<file path="src/rtl/delay_arb_pkg.sv">
// rtl/delay_arb_pkg.sv - shared state encodings and round-robin search for delay_port_arbiter
package delay_arb_pkg;

    typedef enum logic [2:0] {
        ARB_IDLE,
        ARB_ISSUE_RD,
        ARB_WAIT_RD,
        ARB_ISSUE_WR,
        ARB_WAIT_WR,
        ARB_DONE
    } arb_state_t;

    localparam int rr_max_req = 8;

    // First pending index found at offsets 1..n from last, wrapping modulo n.
    // Offsets are scanned far to near so the nearest hit is the one kept;
    // offset n is last itself, so a lone repeat requester is granted again.
    function automatic logic [2:0] rr_search(
        input logic [7:0] pending,
        input logic [2:0] last,
        input int         n
    );
        logic [2:0] pick;
        logic [2:0] idx;
        pick = last;
        for (int i = rr_max_req; i >= 1; i--) begin
            if (i <= n) begin
                idx = 3'((int'(last) + i) % n);
                if (pending[idx]) begin
                    pick = idx;
                end
            end
        end
        return pick;
    endfunction

endpackage

</file>
<file path="src/rtl/delay_port_arbiter_rr_picker.sv">
// rtl/delay_port_arbiter_rr_picker.sv - combinational round-robin pick of the next requester
module rr_picker
    import delay_arb_pkg::*;
#(
    parameter int n_req = 4,
    parameter int iw    = 2
) (
    input  logic [n_req-1:0] pending,
    input  logic [iw-1:0]    last_grant,
    output logic [iw-1:0]    grant,
    output logic             any
);

    logic [7:0] pending_ext;
    logic [2:0] last_ext;

    // Widen operands to the fixed size the search function works on.
    always_comb begin
        pending_ext = '0;
        pending_ext[n_req-1:0] = pending;
        last_ext = '0;
        last_ext[iw-1:0] = last_grant;
    end

    assign grant = iw'(rr_search(pending_ext, last_ext, n_req));
    assign any   = |pending;

endmodule

</file>
<file path="src/rtl/delay_port_arbiter.sv">
// rtl/delay_port_arbiter.sv - round-robin sequencer sharing the delay_master request port
module delay_port_arbiter
    import delay_arb_pkg::*;
#(
    parameter int data_width     = 16,
    parameter int n_req          = 4,
    parameter int timeout_cycles = 64,
    localparam int iw            = $clog2(n_req),
    localparam int cw            = $clog2(timeout_cycles + 1)
) (
    input  logic                        clk,
    input  logic                        reset,
    input  logic [n_req-1:0]            req_read,
    input  logic [n_req-1:0]            req_write,
    input  logic [n_req*data_width-1:0] req_handle,
    input  logic [n_req*data_width-1:0] req_wdata,
    input  logic [n_req*data_width-1:0] req_winc,
    output logic [n_req-1:0]            req_done,
    output logic [data_width-1:0]       req_rdata,
    output logic                        dm_read_req,
    output logic                        dm_write_req,
    output logic [data_width-1:0]       dm_handle,
    output logic [data_width-1:0]       dm_write_data,
    output logic [data_width-1:0]       dm_write_inc,
    input  logic [data_width-1:0]       dm_read_data,
    input  logic                        dm_read_valid,
    input  logic                        dm_write_ack,
    output logic [iw-1:0]               grant_idx,
    output logic                        timeout_err
);

    arb_state_t    state;
    arb_state_t    state_next;
    logic [iw-1:0] last_grant;
    logic [iw-1:0] pick_idx;
    logic          pick_any;
    logic          lat_wr;
    logic          do_grant;
    logic          cap_rd;
    logic          wd_fire;
    logic          wd_expired;
    logic [cw-1:0] wd_cnt;

    rr_picker #(
        .n_req (n_req),
        .iw    (iw)
    ) u_picker (
        .pending    (req_read | req_write),
        .last_grant (last_grant),
        .grant      (pick_idx),
        .any        (pick_any)
    );

    // The count is cleared while issuing, so it measures cycles spent waiting.
    assign wd_expired = (wd_cnt == cw'(timeout_cycles - 1));

    // State register.
    always_ff @(posedge clk) begin
        if (reset) begin
            state <= ARB_IDLE;
        end else begin
            state <= state_next;
        end
    end

    // Next-state decode, one-cycle strobes and datapath enables.
    always_comb begin
        state_next   = state;
        dm_read_req  = 1'b0;
        dm_write_req = 1'b0;
        req_done     = '0;
        do_grant     = 1'b0;
        cap_rd       = 1'b0;
        wd_fire      = 1'b0;
        case (state)
            ARB_IDLE: begin
                if (pick_any) begin
                    do_grant   = 1'b1;
                    state_next = req_read[pick_idx] ? ARB_ISSUE_RD : ARB_ISSUE_WR;
                end
            end
            ARB_ISSUE_RD: begin
                dm_read_req = 1'b1;
                state_next  = ARB_WAIT_RD;
            end
            ARB_WAIT_RD: begin
                if (dm_read_valid) begin
                    cap_rd     = 1'b1;
                    state_next = lat_wr ? ARB_ISSUE_WR : ARB_DONE;
                end else if (wd_expired) begin
                    wd_fire    = 1'b1;
                    state_next = ARB_DONE;
                end
            end
            ARB_ISSUE_WR: begin
                dm_write_req = 1'b1;
                state_next   = ARB_WAIT_WR;
            end
            ARB_WAIT_WR: begin
                if (dm_write_ack) begin
                    state_next = ARB_DONE;
                end else if (wd_expired) begin
                    wd_fire    = 1'b1;
                    state_next = ARB_DONE;
                end
            end
            ARB_DONE: begin
                req_done[grant_idx] = 1'b1;
                state_next          = ARB_IDLE;
            end
            default: begin
                state_next = ARB_IDLE;
            end
        endcase
    end

    // Grant latching, read-data capture and the sticky watchdog flag.
    always_ff @(posedge clk) begin
        if (reset) begin
            grant_idx     <= '0;
            last_grant    <= iw'(n_req - 1);
            dm_handle     <= '0;
            dm_write_data <= '0;
            dm_write_inc  <= '0;
            lat_wr        <= 1'b0;
            req_rdata     <= '0;
            timeout_err   <= 1'b0;
        end else begin
            if (do_grant) begin
                grant_idx     <= pick_idx;
                last_grant    <= pick_idx;
                dm_handle     <= req_handle[pick_idx*data_width +: data_width];
                dm_write_data <= req_wdata[pick_idx*data_width +: data_width];
                dm_write_inc  <= req_winc[pick_idx*data_width +: data_width];
                lat_wr        <= req_write[pick_idx];
            end
            if (cap_rd) begin
                req_rdata <= dm_read_data;
            end
            if (wd_fire) begin
                req_rdata   <= '0;
                timeout_err <= 1'b1;
            end
        end
    end

    // Watchdog count: restarts on every issue, advances only while waiting.
    always_ff @(posedge clk) begin
        if (reset) begin
            wd_cnt <= '0;
        end else if (state == ARB_ISSUE_RD || state == ARB_ISSUE_WR) begin
            wd_cnt <= '0;
        end else if (state == ARB_WAIT_RD || state == ARB_WAIT_WR) begin
            wd_cnt <= wd_cnt + 1'b1;
        end
    end

endmodule

</file>
<file path="config.mk">
export PLATFORM = sky130hd
export DESIGN_NAME = delay_port_arbiter
export DESIGN_NICKNAME = d
export VERILOG_FILES = /design/src/rtl/delay_arb_pkg.sv /design/src/rtl/delay_port_arbiter_rr_picker.sv /design/src/rtl/delay_port_arbiter.sv
export SDC_FILE = /design/constraint.sdc
export NUM_CORES = 1
export LEC_CHECK = 0
export ABC_AREA = 1
export CAP_MARGIN = 0
export CORE_MARGIN = 4
export CORE_UTILIZATION = 36
export DETAILED_ROUTE_END_ITERATION = 12
export GPL_TIMING_DRIVEN = 1
export PLACE_DENSITY = 0.79
export SYNTH_ARGS = -nofsm -noshare
export SYNTH_HDL_FRONTEND = slang
export SYNTH_SLANG_ARGS = --single-unit
</file>
<file path="constraint.sdc">
create_clock -name clk -period 2 [get_ports clk]
set_clock_uncertainty 0.2 [all_clocks]
set_input_delay 0.4 -clock clk [delete_from_list [all_inputs] [get_ports clk]]
set_output_delay 0.4 -clock clk [all_outputs]
set_load 0.05 [all_outputs]
</file>
# == Word-level counts from Yosys, hierarchy flattened ==
# Cells that the tools add are included.
# classes
n_addsub,5
n_lt_le_gt_ge,7
n_eq_ne,7
shifts,3
muxes,36
bitwise_logic,5
n_reduce_logical,11
# ops
operator,n
$shiftx A64 B7 Y16,3
$lt A3 B4 Y1 const B,4
$mux W1,16
$mux W3,5
$pmux W3 S5,1
$bmux W1 S3,4
$reduce_or A2 Y1,6
$mux W2,5
$add A7 B1 Y7 const B,1
$eq A7 B6 Y1 const B,1
$eq A3 B2 Y1 const B,2
$eq A3 B3 Y1 const B,2
$lt A2 B3 Y1 const B,2
$add A2 B1 Y2 const B,2
$add A2 B2 Y2 const B,2
$and A1 B1 Y1 const A,4
$bmux W1 S2,2
$mux W4,1
$or A4 B4 Y4,1
$reduce_or A4 Y1,1
$eq A3 B1 Y1 const B,1
$logic_not A3 Y1,1
$demux W1 S2,1
$ge A2 B1 Y1 const B,1
4 further kinds,5
# totals
ff_bits,80
in_bits,220
word_cells,84

# == Depth between registers and ports, before layout ==
# Gate-level depths: netlist of run 1.
# logic_depth
depth_word,14
depth_mapped,18
depth_no_buf,15

# == Cells and area by module ==
# A second synthesis of run 1 with hierarchy kept.
# hier_totals
cells_unflattened,773
hier_area_um2,4832.1
# by_module_without_submodules
module,n_inst,cells_per_inst,area_per_inst_um2
delay_port_arbiter,1,730,4628.2
rr_picker,1,43,203.9

# == Worst setup path after synthesis of run 1 ==
# OpenSTA, ideal clock, no wires.
# synth_timing
kind,register to output
startpoint,reg grant_idx[0]
endpoint,out req_done[1]
t_arrival_ns,1.889
setup_slack_ns,-0.489
path_stages_with_launch,3
path_buffers,0
cell_sequence,dfxtp_1 > inv_1 > nor3_1
# synth_via
elab_chain_cells,5
# synth_rtl
element,line_no,rtl
"start, declared",delay_port_arbiter.sv:28,"output logic [iw-1:0] grant_idx,"
"start signal, assigned",delay_port_arbiter.sv:130,grant_idx <= pick_idx;
$lt A2 B3 Y1 (implied by the code) or $ge A2 B1 Y1 (tied branches),delay_port_arbiter.sv:108,req_done[grant_idx] = 1'b1;
$logic_and A1 B1 Y1 (implied by the code),delay_port_arbiter.sv:108,
$mux W1 (implied by the code),delay_port_arbiter.sv:108,
$demux W1 S2 *,delay_port_arbiter.sv:108,
$mux W4 *,delay_port_arbiter.sv:75,case (state)
"end, declared",delay_port_arbiter.sv:18,"output logic [n_req-1:0] req_done,"
# Every way passes the cells marked *; elsewhere a longest branch is shown, timed or not.

# == Final worst setup path of run 1 ==
# layout_timing
startpoint,reg last_grant[0]
endpoint,reg dm_write_inc[9]
# layout_via
elab_chain_cells,10
# layout_rtl
element,line_no,rtl
"start, declared",delay_port_arbiter.sv:34,logic [iw-1:0] last_grant;
"start signal, assigned",delay_port_arbiter.sv:121,last_grant <= iw'(n_req - 1);
"start signal, assigned",delay_port_arbiter.sv:131,last_grant <= pick_idx;
$add A2 B1 Y2,delay_arb_pkg.sv:28,idx = 3'((int'(last) + i) % n);
$reduce_or A2 Y1 (no source line),-,
$and A1 B1 Y1 (no source line),-,
$bmux W1 S3,delay_arb_pkg.sv:29,if (pending[idx]) begin
$mux W1 (implied by the code),delay_arb_pkg.sv:29,
$mux W2 (3 in a row),delay_arb_pkg.sv:29,
$mux W2 *,delay_arb_pkg.sv:29,
$shiftx A64 B7 Y16 *,delay_port_arbiter.sv:134,dm_write_inc <= req_winc[pick_idx*data_width +: data_width];
"end signal, assigned",delay_port_arbiter.sv:134,
"end, declared",delay_port_arbiter.sv:24,"output logic [data_width-1:0] dm_write_inc,"
# Every way passes the cells marked *; elsewhere a longest branch is shown, timed or not. The select of a mux whose other input is x is not followed.
# A chain may end at the register's enable or synchronous reset.

==> results of run 1 <==
[what timing repair did]
action | CTS | global route
pin swaps | 13 | 26
buffers inserted | 9 | 3
resized for setup | 65 | 74
setup endpoints to repair | 58 | 55
gates cloned | 6 | 10
[tightest hold or removal path, cell delays in order]
cell,delay (ns)
buf_2,0.11
inv_1,0.10
o211ai_1,0.10
[logic make-up after synthesis]
group	count (synthesis)	synth area share, %
buffers and inverters	146	11.9
adders and majority gates	1	0.228
DFF	80	29.2
AOI/OAI and AO/OA	36	3.53
and+or+nand+nor	726	55.2
[stage by stage]
stage	area [sq um]	setup WS (ns)	std cells	hold slack [ns]
final	9930	-0.194	1491	0.208
after global routing	9930	-0.309	1490	0.246
after CTS	9500	-0.116	1479	0.205
after detailed placement	8770	-0.616	1448	0.242
after global placement	8770	-0.565	1448	0.241
after floorplan	5510	-0.148	989	0.239
[state kept, by name (all words and copies together) (netlist names)]
| name | flops |
|---|---|
| dm_handle | 16 |
| lat_wr | 1 |
| wd_cnt | 7 |
| dm_write_data | 16 |
| grant_idx | 2 |
| state | 3 |
| dm_write_inc | 16 |
| last_grant | 2 |
| timeout_err | 1 |
| req_rdata | 16 |
[layout by cell type, fill, tap and decap left out, drive strengths merged]
master	synthesis	routed
inv	81	83
bufinv	0	1
o21ai	5	5
ha	1	1
dlygate4sd2	0	8
nand3	176	176
o211ai	3	3
clkinvlp	0	1
clkbuf	22	15
a21oi	26	26
diode	0	3
nor3	8	8
nor4	2	2
a311oi	1	1
clkdlybuf4s50	0	210
clkinv	1	4
nand4	1	1
dfxtp	80	80
buf	42	139
or2	1	1
o21bai	1	1
nand2	416	416
nor2	121	121
nor3b	1	1
[area by class of cell]
class	count	area (sq um)	area share [%]
diodes	3	7.51	0.0756
repair buffers	363	3820	38.4
well taps	184	230	2.32
inverters	82	329	3.31
multi-input cells	763	3630	36.6
clock buffers	9	225	2.27
clock inverters	7	77.6	0.781
flip-flops and latches	80	1610	16.2
[layer usage]
layer  track usage, %  vias to the layer above  share of wire [%]
li1                 -                     3705                  -
met1             27.2                     3357                 38
met2             41.7                      378                 48
met3             7.38                       68                9.8
met4             11.8                        2                4.2
met5                0                        -              0.050
[power by group]
group          switching [W]  total, W  internal [W]
Clock               0.000731   0.00171      0.000981
Combinational        0.00874    0.0148       0.00608
Sequential          0.000349   0.00244       0.00209
Total                0.00982    0.0190       0.00916
[worst max path at each step]
stage                  start                to  slack, ns  cells past startpoint
2_1_floorplan   grant_idx[0]       req_done[1]      -0.15                      2
3_3_place_gp    req_write[0]  dm_write_data[4]      -0.56                     16
3_5_place_dp    req_write[0]  dm_write_data[4]      -0.62                     16
4_1_cts        last_grant[0]   dm_write_inc[8]      -0.12                     16
5_1_grt        last_grant[0]          state[1]      -0.31                     13
6_report       last_grant[0]   dm_write_inc[9]      -0.19                     15
==> summary.md, run 1 <==
| Metric | Value |
|---|---|
| Vias in the first global route | 6880 |
| P per Cell Area | 1910 mW/mm^2 |
| Top delay family on crit path | simple AND/OR/NAND/NOR gates |
| RSZ-0062 raised after global routing | yes |
| Count leader, synth | nand2_1 |
| Ratio of final minimum period to clock period | 110% |
| Max-Cap Viols | 0 |
| Via count | 7510 |
| Synthesis-to-layout area growth | 80.9% |
| Top cell type by total area after synthesis | dfxtp_1 |
| Status | finished with violations |
| TNS Setup | -6.80 ns |
| Count of flip-flops with a built-in enable after synthesis | 0 |
| Syn_nets | 1210 |
| Least-Margin Pin Slew | 0.360 ns |
| Critical Path End Type | register |
| Max Slew Vio Count | 0 |
| Vias per inst | 5.04 |
| Worst path bufs/invs | 4 |
| Final Worst Setup Slack | -0.194 ns |
| Final hold violations | 0 |
| Gr ovfl total | 0 |
| H-tree depth | 3 |
| Worst Hold End | last_grant[1] |
| Final ANT Viol Nets | 0 |
| Worst reg2reg startpoint | last_grant[0] |
| Initial drt markers | 437 |
| Clock Path Buffers | 2 |
| Die H | 132 microns |
| Most instantiated cells after synthesis | nand2_1 (411), nand3_1 (174), nor2_1 (119) |
| Setup violations, final | 54 |
| Final min period | 2.19 ns |
| Synth cell types | 32 |
| CTS Root Cell | clkbuf_16 |
| # IOs | 293 |
| Leakage | 4.99 nW |
| Clock sink count | 80 |
| Synth top area share | 29.2% |
| Crit path cell chain | clkinv_8, nand2_4, nand2_4, nand3_2, nand2_2, nand2_4, nand3_4, buf_4, clkbuf_16, nand3_1, nand2_1, nand2_1, nand3_1, nand2_1, inv_1 |
| Kind of critical path | register to register |
| Synth area leaders | dfxtp_1 (29%), nand2_1 (28%), nand3_1 (16%) |
| Starting density of the core | 37.2% |
| Hold path depth | 3 |
| Post-Syn Area | 0.00549 sq mm |
| Final net count | 1520 |
| FILL cells | 1267 |
| First-pass GRT wire length | 34.4 mm |
| Crit-path slowest cell | dfxtp_4 |
| Syn Inst Count | 989 |
| CTS tree | done |
| CTS Hold Buffers Added | 0 |
| Core Area | 0.0148 sq mm |
| Flop2flop setup slack | -0.19 ns |
| Half-perimeter wire length after placement | 15.6 mm |
| Clock Latency Late Sink | 0.34 ns |
| Fraction of layout cells with a size suffix above 1 | 20.2% |
| Worst hold path type | input port to register |
| Synthesized area per cell | 5.55 sq um |
| Flops & latches, synth | 80 |
| Rel. slew slack | 75.9% |
| Synth Warn # | 0 |
| FMAX | 0.456 GHz |
| Worst reg-to-reg path cell count | 15 |
| PortBufs | 292 |
| Initial antenna violation count | 3 |
| Rows | 44 |
| DIE AREA | 0.0173 sq mm |
| HP Start | reset |
| Worst path required time | 2.05 ns |
| Utilization after layout | 67.3% |
| TritonCTS Buffers | 9 |
| DRC viols | 0 |
| Gr usage total | 24.2% |
| Critical path launch point type | register |
| Largest stage delay, worst path | 0.44 ns |
| FF-to-FF End | dm_write_inc[9] |
| Design Power | 0.0190 W |
| Final wirelength | 24.0 mm |
| Worst-path fanout max | 16 |
| Arrival time at the worst endpoint | 2.24 ns |
| Die X | 132 microns |
| Ys async rst share | 0% |
| Sequential area share after synthesis | 29.2% |
| Placer Congestion | 0.917 |
| First-pass detailed-route iteration total | 6 |
| Worst VDD drop | 0.00112 V |
| Largest net degree at the start of global routing | 65 |
| Main synth FF type | dfxtp_1 |
| Reg clk slew, reported paths | 0.07 ns |
| Violated checks | negative setup slack |
| Routed len/inst | 16.1 microns |
No activity file was read; power rests on OpenSTA's default activity.
==> run 2: changes to the inputs <==
--- a/config.mk
+++ b/config.mk
@@ -6,11 +6,15 @@
 export NUM_CORES = 1
 export LEC_CHECK = 0
 export ABC_AREA = 1
+export ABC_CLOCK_PERIOD_IN_PS = 2000
 export CAP_MARGIN = 0
+export CELL_PAD_IN_SITES_DETAIL_PLACEMENT = 1
+export CELL_PAD_IN_SITES_GLOBAL_PLACEMENT = 1
 export CORE_MARGIN = 4
-export CORE_UTILIZATION = 36
+export CORE_UTILIZATION = 23
 export DETAILED_ROUTE_END_ITERATION = 12
 export GPL_TIMING_DRIVEN = 1
+export HOLD_SLACK_MARGIN = 0.08
 export PLACE_DENSITY = 0.79
 export SYNTH_ARGS = -nofsm -noshare
 export SYNTH_HDL_FRONTEND = slang
==> summary.md, run 2 (synthesized netlist as in run 1, its figures left out) <==
| Metric | Value |
|---|---|
| First-pass detailed-route iteration total | 4 |
| TritonCTS Buffers | 9 |
| H-tree depth | 3 |
| Synthesis-to-layout area growth | 78.6% |
| Starting density of the core | 23.4% |
| Vias per inst | 4.51 |
| Reg clk slew, reported paths | 0.07 ns |
| Setup violations, final | 52 |
| Kind of critical path | register to register |
| Critical Path End Type | register |
| Core Area | 0.0235 sq mm |
| Worst-path fanout max | 29 |
| Vias in the first global route | 7302 |
| Final ANT Viol Nets | 0 |
| Die X | 163 microns |
| CTS tree | done |
| Gr usage total | 18.6% |
| DIE AREA | 0.0264 sq mm |
| DRC viols | 0 |
| Largest net degree at the start of global routing | 67 |
| Clock Latency Late Sink | 0.35 ns |
| Worst hold path type | register to register |
| P per Cell Area | 1790 mW/mm^2 |
| Via count | 7294 |
| Clock Path Buffers | 2 |
| CTS Root Cell | clkbuf_16 |
| Most used cell, CP | nand2_1 |
| Commonest non-fill, non-tap cell in the layout | nand2_1 |
| Multi-input gate area | 0.00343 sq mm |
| RSZ-0062 raised after global routing | yes |
| Diodes inserted | 0 |
| Most frequent cells in the layout | nand2_1 (397), clkdlybuf4s50_1 (210), nand3_1 (165) |
| Max-Cap Viols | 0 |
| Crit path cell chain | inv_6, nand2_2, buf_4, nand2_1, o211ai_1, nand2_1, nor2_2, nor2_4, buf_12, nand2_1, nand3_1, nand2_1, inv_1 |
| First-pass GRT wire length | 39.4 mm |
| Status | finished with violations |
| Gr ovfl total | 0 |
| CTS Hold Buffers Added | 0 |
| FILL cells | 3035 |
| Initial drt markers | 294 |
| Critical path launch point type | register |
| PortBufs | 292 |
| Placer Congestion | 0.804 |
| Arrival time at the worst endpoint | 2.21 ns |
| Rel. slew slack | 79.6% |
| Final Hold Slack | 0.255 ns |
| Final Worst Setup Slack | -0.151 ns |
| Crit-path slowest cell | dfxtp_4 |
| Worst path bufs/invs | 4 |
| Leakage | 4.85 nW |
| Final net count | 1515 |
| # IOs | 293 |
| Routed len/inst | 15.6 microns |
| Final hold violations | 0 |
| Violated checks | negative setup slack |
| Final wirelength | 25.3 mm |
| Largest stage delay, worst path | 0.44 ns |
| Max Slew Vio Count | 0 |
| Worst path required time | 2.05 ns |
| Final min period | 2.15 ns |
| Utilization after layout | 41.8% |
| Die H | 163 microns |
| Clock sink count | 80 |
| Rows | 56 |
| FMAX | 0.465 GHz |
| Area occupied by registers | 0.00162 sq mm |
| Fraction of layout cells with a size suffix above 1 | 16.4% |
| Ratio of final minimum period to clock period | 108% |
| Initial antenna violation count | 5 |
| Place WS | -0.730 ns |
| Top delay family on crit path | simple AND/OR/NAND/NOR gates |
| Worst VDD drop | 0.000816 V |
| Least-Margin Pin Slew | 0.305 ns |
| Half-perimeter wire length after placement | 18.7 mm |
[run 2: worst paths after layout]
path	to	cells past startpoint	start	slack (ns)
worst min register to register	timeout_err	2	timeout_err	0.25
worst max-delay path	dm_write_data[0]	13	last_grant[0]	-0.15
worst max register to register	dm_write_data[0]	13	last_grant[0]	-0.15
worst min-delay path	timeout_err	2	timeout_err	0.25
[run 2: where the power goes]
part,switching [W],internal [W]
Sequential,0.000352,0.00210
Combinational,0.00797,0.00531
Clock,0.000733,0.00111
Total,0.00906,0.00852
[run 2: timing repair]
item,4_1_cts,5_1_grt
endpoints found under the setup margin,58,73
gates resized for setup,61,12
pin swaps,12,7
buffers inserted,11,0
cloned,6,1
[run 2: final cells by class]
| type | count | share of cell area (%) |
|---|---|---|
| timing repair buffer | 358 | 37.8 |
| multi-input combinational | 763 | 35.0 |
| sequential | 80 | 16.5 |
| tap | 319 | 4.07 |
| inverter | 82 | 3.25 |
| clock buffer | 9 | 2.30 |
| clock inverter | 7 | 1.06 |
[run 2: layer usage]
layer	global-route usage, %	vias up	wire [microns]
met1	21.6	3402	10200
li1	-	3682	-
met3	5.57	23	1790
met2	33.9	179	13000
met4	3.73	8	263
met5	0	-	47
[run 2: metrics by stage]
step,TNS [ns],instance area [sq um],power [W],cells
final,-5.92,9810,0.0176,1618
after global routing,-13.10,9810,0.0192,1618
after CTS,-2.00,9730,0.0177,1617
after detailed placement,-35.12,8960,0.0143,1584
after global placement,-30.05,8960,0.0141,1584
after floorplan,-0.422,5510,0.0103,989
[run 2: worst reg2reg max path, cell delays in order, from the launching register on]
cell	delay (ns)
dfxtp_4	0.44
inv_6	0.07
nand2_2	0.11
buf_4	0.12
nand2_1	0.06
o211ai_1	0.28
nand2_1	0.12
nor2_2	0.15
nor2_4	0.06
buf_12	0.16
nand2_1	0.11
nand3_1	0.07
nand2_1	0.06
inv_1	0.03
